`src/rtl/pwm_dac.sv`:
```
// Registered PWM DAC: truncates a 16-bit level to CNT_BITS of duty, updated only at period boundaries.
// Define PWM_DITHER_EN to add first-order error-feedback dither of the discarded low bits.
`timescale 1ns/1ps

module pwm_dac #(
    parameter int CNT_BITS = 8
) (
    input  logic                clk,
    input  logic                reset,
    input  logic                enable,
    input  logic [15:0]         sample_in,
    output logic                pwm_out,
    output logic                sample_take,
    output logic [CNT_BITS-1:0] duty_q
);

    localparam int LOW_BITS = 16 - CNT_BITS;
    localparam logic [CNT_BITS-1:0] CNT_MAX = '1;
    localparam logic [CNT_BITS-1:0] CNT_PRE = CNT_BITS'((2 ** CNT_BITS) - 2);

    logic [CNT_BITS-1:0] cnt;
    logic [CNT_BITS-1:0] sample_hi;
    logic [CNT_BITS-1:0] new_duty;
    logic                load_duty;

    assign sample_hi = sample_in[15:LOW_BITS];
    assign load_duty = !enable || (cnt == CNT_MAX);

`ifdef PWM_DITHER_EN
    logic [LOW_BITS-1:0] err;
    logic [LOW_BITS:0]   dither_sum;

    // The carry out of the residue accumulator bumps the duty by one LSB, saturating at full scale.
    always_comb begin
        dither_sum = {1'b0, sample_in[LOW_BITS-1:0]} + {1'b0, err};
        new_duty   = sample_hi;
        if (dither_sum[LOW_BITS] && (sample_hi != CNT_MAX)) begin
            new_duty = sample_hi + 1'b1;
        end
    end

    always_ff @(posedge clk) begin
        if (reset) begin
            err <= '0;
        end else if (load_duty) begin
            err <= dither_sum[LOW_BITS-1:0];
        end
    end
`else
    logic unused_low_bits;

    assign unused_low_bits = ^sample_in[LOW_BITS-1:0];
    assign new_duty        = sample_hi;
`endif

    // sample_take is registered one cycle early so it is high exactly while cnt sits at its last value.
    always_ff @(posedge clk) begin
        if (reset) begin
            cnt         <= '0;
            duty_q      <= '0;
            pwm_out     <= 1'b0;
            sample_take <= 1'b0;
        end else if (!enable) begin
            cnt         <= '0;
            duty_q      <= new_duty;
            pwm_out     <= 1'b0;
            sample_take <= 1'b0;
        end else begin
            cnt         <= cnt + 1'b1;
            pwm_out     <= (cnt < duty_q);
            sample_take <= (cnt == CNT_PRE);
            if (cnt == CNT_MAX) begin
                duty_q <= new_duty;
            end
        end
    end

endmodule

```
`config.mk`:
```
export PLATFORM = sky130hd
export DESIGN_NAME = pwm_dac
export DESIGN_NICKNAME = d
export VERILOG_FILES = /design/src/rtl/pwm_dac.sv
export SDC_FILE = /design/constraint.sdc
export NUM_CORES = 1
export LEC_CHECK = 0
export ABC_CLOCK_PERIOD_IN_PS = 1310
export CAP_MARGIN = 5
export CORE_AREA = 2 2 59 61
export DETAILED_ROUTE_END_ITERATION = 10
export DIE_AREA = 0 0 61 63
export MAX_ROUTING_LAYER = met4
export SLEW_MARGIN = 0
export SYNTH_ARGS = -nofsm -noshare
export SYNTH_HDL_FRONTEND = slang
export SYNTH_SLANG_ARGS = --single-unit
```
`constraint.sdc`:
```
create_clock -name clk -period 1.31 [get_ports clk]
set_input_delay 0.262 -clock clk [delete_from_list [all_inputs] [get_ports clk]]
set_output_delay 0.262 -clock clk [all_outputs]
set_load 0.05 [all_outputs]
```
# --- Word-level counts from Yosys, hierarchy flattened ---
# Cells that the tools add are included.
totals:
  register_bits: 18
  latchBits: 0
  mem_bits_rw: 0
  romBits: 0
  inputBits: 19
  out_inout_bits: 10
  mem_count: 0
classes:
  add_sub_neg: 1
  multipliers: 0
  n_div: 0
  magnitude_cmp: 1
  eq_ne: 3
  n_shift: 0
  muxes: 2
  n_bitwise: 1
  n_reduce_logical: 1
op_table:
  columns: ["operator", "count"]
  rows:
  - ["== test 8 bit, second input constant", 2]
  - ["2-to-1 mux 8 bit", 2]
  - ["adder 8 x 1 -> 8 bit, second input constant", 1]
  - ["less-than comparator 8 bit", 1]
  - ["!= test 2 x 1 -> 1 bit, second input constant", 1]
  - ["OR reduction 2 bit", 1]
  - ["inverter 1 bit", 1]

# --- Longest topological paths before layout ---
logic_depth:
  ltp_word: 3
  mapped_depth: 5
  mapped_depth_nobuf: 5

# --- Worst setup path after synthesis ---
# OpenSTA, ideal clock, no wires.
synth_path:
  path_kind: "register to register"
  start: "reg duty_q[1]"
  end: "reg pwm_out"
  setup_time_ps: 70
  t_arrival_ps: 1457
  t_required_ps: 1240
  setup_slack_ps: -216
  path_stages_with_launch: 5
  n_path_buf: 0
  synth_period_minus_slack_ps: 1526
  cell_sequence: "dfxtp_1 -> inv_1 -> ha_1 -> a2111o_1 -> a21oi_1"
synth_via:
  elab_chain_cells: 1
synth_lines:
  columns: ["element", "line", "rtl"]
  rows:
  - ["start, declared", "14", "output logic [CNT_BITS-1:0] duty_q"]
  - ["start signal, assigned", "65", "duty_q <= new_duty;"]
  - ["start signal, assigned", "73", "duty_q <= new_duty;"]
  - ["less-than comparator 8 bit", "70", "pwm_out <= (cnt < duty_q);"]
  - ["end signal, assigned", "70", null]
  - ["end, declared", "12", "output logic pwm_out,"]
# No other way between the ends.
# A chain may end at the register's enable or synchronous reset.

# --- Worst setup path after layout ---
layout_path:
  start: "reg cnt[5]"
  end: "reg cnt[7]"
layout_via:
  elab_chain_cells: 1
layout_lines:
  columns: ["element", "line", "rtl"]
  rows:
  - ["start, declared", "21", "logic [CNT_BITS-1:0] cnt;"]
  - ["start signal, assigned", "69", "cnt <= cnt + 1'b1;"]
  - ["adder 8 x 1 -> 8 bit", "69", null]
# No other way between the ends.

==> summary.md <==
| Metric | Value |
|---|---|
| Status | `completed` |
| Largest net degree at the start of global routing | `11` |
| Largest stage delay on the critical path | `0.51 ns` |
| Signed area change from the synthesized netlist to the final layout | `50.1%` |
| Number of design rule violations left after detail routing | `0` |
| Number of max-slew violations in the final report | `0` |
| Final design area excluding fillers | `0.00139 sq mm` |
| Most used flip-flop cell after synthesis | `sky130_fd_sc_hd__dfxtp_1` |
| Number of detailed-routing iterations run before antenna repair | `4` |
| Share of cells above drive strength 1 | `28.1%` |
| Slowest cell on crit path | `sky130_fd_sc_hd__or4_1` |
| Global-route wire length before repair | `3.15 mm` |
| Max Freq | `798 MHz` |
| Number of vias after detailed routing | `752` |
| Max_cap viols | `0` |
| CP startpoint kind | `register` |
| Worst R2R Setup Slack | `0.06 ns` |
| Most area-hungry cell type in the Yosys netlist | `sky130_fd_sc_hd__dfxtp_1` |
| Total routing usage reported by global routing | `11.0%` |
| Relative slew slack | `77.9%` |
| Count of hold buffers inserted by post-cts repair | `0` |
| Total number of nets in the final design | `157` |
| Count of antenna-violating nets left after detailed routing | `0` |
| Clock slew at the register clock pins of the worst setup and hold paths | `0.10 ns` |
| Master cell of the clock root buffer | `sky130_fd_sc_hd__clkbuf_4` |
| Diodes inserted | `0` |
| # setup viols final | `0` |
| Share of synthesized registers carrying an async set or reset | `0%` |
| Critical path peak fanout | `6` |
| Largest clock skew in the final design | `0.00113 ns` |
| Final worst-path cycle share | `95.6%` |
| Post-synthesis cell area | `927 sq um` |
| Proportion of synthesized chip area in sequential cells | `38.9%` |
| Unrepaired setup endpoints after global routing | `yes` |
| CP Data Required Time | `1.54 ns` |
| Clock Latency Late Sink | `0.29 ns` |
| Count of pins on the block boundary | `29` |
| Ratio of routed vias to standard cells | `4.32` |
| Overflow after GRT | `0` |
| Initial antenna violation count | `0` |
| Wire length on met1 | `781 microns` |
| CP Class | `reg2reg` |
| Element type at the critical path end | `register` |
| Number of synthesized register bits | `18` |
| Detailed router's first-iteration violation count | `3` |
| Syn_area_per_cell | `9.18 sq um` |
| Total clock buffers created by CTS | `3` |
| Areal power density over the cells | `872 mW/mm^2` |
| Starting density of the core | `28.7%` |
| Max H-tree Level | `1` |
| Final setup margin | `0.0570 ns` |
| Sinks on Clock Net | `18` |
| Number of endpoints with negative hold slack in the final report | `0` |
| Worst min-delay path category | `reg2reg` |
| Top post-synthesis cells by count | `18 x sky130_fd_sc_hd__dfxtp_1, 18 x sky130_fd_sc_hd__nand2b_1, 9 x sky130_fd_sc_hd__ha_1, 8 x sky130_fd_sc_hd__inv_1, 8 x sky130_fd_sc_hd__mux2i_1` |
| TritonCTS clock tree | `done` |
| Amount of wire on met2 after detailed routing | `924 microns` |
| HPWL reported at the end of detailed placement | `1.43 mm` |
| Synthesis Warnings | `0` |
| Fill count | `312` |
| Core Area | `0.00323 sq mm` |
| Total die area | `0.00384 sq mm` |
| Chip Height | `63 microns` |
| Critical path arrival | `1.48 ns` |
| Portion of synthesized cell area occupied by the leading cell type | `38.9%` |
| Leading cell types by total area after synthesis | `sky130_fd_sc_hd__dfxtp_1 39%, sky130_fd_sc_hd__ha_1 12%, sky130_fd_sc_hd__nand2b_1 12%, sky130_fd_sc_hd__mux2i_1 8.6%, sky130_fd_sc_hd__a21oi_1 3.2%` |
| Cell breakdown of the critical path | `nand2_1 > or4_1 > a21oi_1` |
| Placed Instance Area | `0.00133 sq mm` |
| Wire length reported by the detailed router | `1.81 mm` |
| Cell leakage power | `0.541 nW` |
| Chip width | `61 microns` |
| Synthesized Nets | `129` |
| Via count of the first global-routing pass | `768` |
| Clock Path Buffers | `2` |
| Slew at the pin with the worst max-slew slack | `0.331 ns` |
| Average wire per cell in the routed design | `10.4 microns` |
| Setup TNS | `0 ns` |
| GP Congestion | `0.777` |
| Synth cell types | `25` |
| Worst vdd rail ir drop | `0.000392 V` |
| Highest metal layer with signal wires | `met4` |
| Number of enable-type register cells in the synthesized netlist | `0` |
| Post-synthesis cell count | `101` |
| Min Tclk post-route | `1.25 ns` |
| Total length of routed met3 wires | `82 microns` |
| Count of buffers from port buffering | `20` |
| Place WS | `-0.0448 ns` |
| Number of rows created at floorplan | `21` |
-- critical path: cells and delay by family (launching register included) --
kind            cells  cell delay, ns
compound gates      1            0.15
flops               1            0.44
simple gates        2            0.60
-- registers in the layout, summed over array words and instances (netlist names) --
name,count
sample_take,1
duty_q,8
pwm_out,1
cnt,8
-- layout by cell type (no fill, tap or decap), types with 2 or more instances in the layout --
master	instances
sky130_fd_sc_hd__o21ai_0	2
sky130_fd_sc_hd__xor2_1	2
sky130_fd_sc_hd__dfxtp_2	9
sky130_fd_sc_hd__nor3_1	2
sky130_fd_sc_hd__buf_12	11
sky130_fd_sc_hd__a21oi_1	5
sky130_fd_sc_hd__buf_4	5
sky130_fd_sc_hd__inv_1	8
sky130_fd_sc_hd__nand2b_1	18
sky130_fd_sc_hd__clkbuf_4	3
sky130_fd_sc_hd__nand3_1	3
sky130_fd_sc_hd__nand2_1	3
sky130_fd_sc_hd__nor2_1	5
sky130_fd_sc_hd__o211ai_1	2
sky130_fd_sc_hd__ha_1	8
sky130_fd_sc_hd__dfxtp_1	8
sky130_fd_sc_hd__clkdlybuf4s50_1	10
sky130_fd_sc_hd__mux2i_1	8
-- worst paths after layout --
check | from | cells after the start | endpoint
min | duty_q[3]$_SDFFE_PP0P_ | 2 | duty_q[3]$_SDFFE_PP0P_
max reg2reg | cnt[5]$_SDFF_PP0_ | 3 | cnt[7]$_SDFF_PP0_
max | cnt[5]$_SDFF_PP0_ | 3 | cnt[7]$_SDFF_PP0_
min reg2reg | duty_q[3]$_SDFFE_PP0P_ | 2 | duty_q[3]$_SDFFE_PP0P_
-- stage by stage --
stage / std cells / total power, W / hold WS [ns] / utilization, %
3_3_place_gp: 169 / 0.000874 / 0.488 / 41.1
2_1_floorplan: 101 / 0.000735 / 0.404 / -
4_1_cts: 173 / 0.00123 / 0.501 / 42.4
6_report: 174 / 0.00121 / 0.511 / 43.1
5_1_grt: 174 / 0.00128 / 0.510 / 43.1
3_5_place_dp: 169 / 0.000877 / 0.498 / 41.1
-- layer usage --
| metal | vias to the layer above | track usage, % |
|---|---|---|
| li1 | 394 | - |
| met1 | 342 | 12.4 |
| met2 | 14 | 18.0 |
| met3 | 2 | 2.07 |
| met4 | 0 | 5.71 |
| met5 | - | - |
-- what timing repair did --
action	in CTS	in global routing
resized for setup	2	5
buffers inserted	0	1
setup endpoints to repair	8	11
-- cell families after synthesis --
| family | share of synthesized area, % |
|---|---|
| simple gates | 23.5 |
| mux | 8.64 |
| fa+ha+maj | 12.1 |
| xor+xnor | 2.83 |
| flops | 38.9 |
| buf+inv | 5.26 |
| compound gates | 8.77 |
-- power by group --
| group | switching (W) | internal, W | leakage [nW] |
|---|---|---|---|
| Clock | 0.000173 | 0.000169 | 0.0210 |
| Sequential | 0.0000240 | 0.000570 | 0.151 |
| Combinational | 0.000126 | 0.000151 | 0.368 |
-- layout make-up --
cell class	instances	area (sq um)	area share, %
Multi-Input combinational cell	72	534	38.4
Tap cell	46	57.6	4.14
Inverter	8	30.0	2.16
Timing Repair Buffer	26	358	25.7
Sequential cell	18	375	27.0
Clock buffer	4	36.3	2.61
Note: power is estimated with default switching activity, not from simulation.
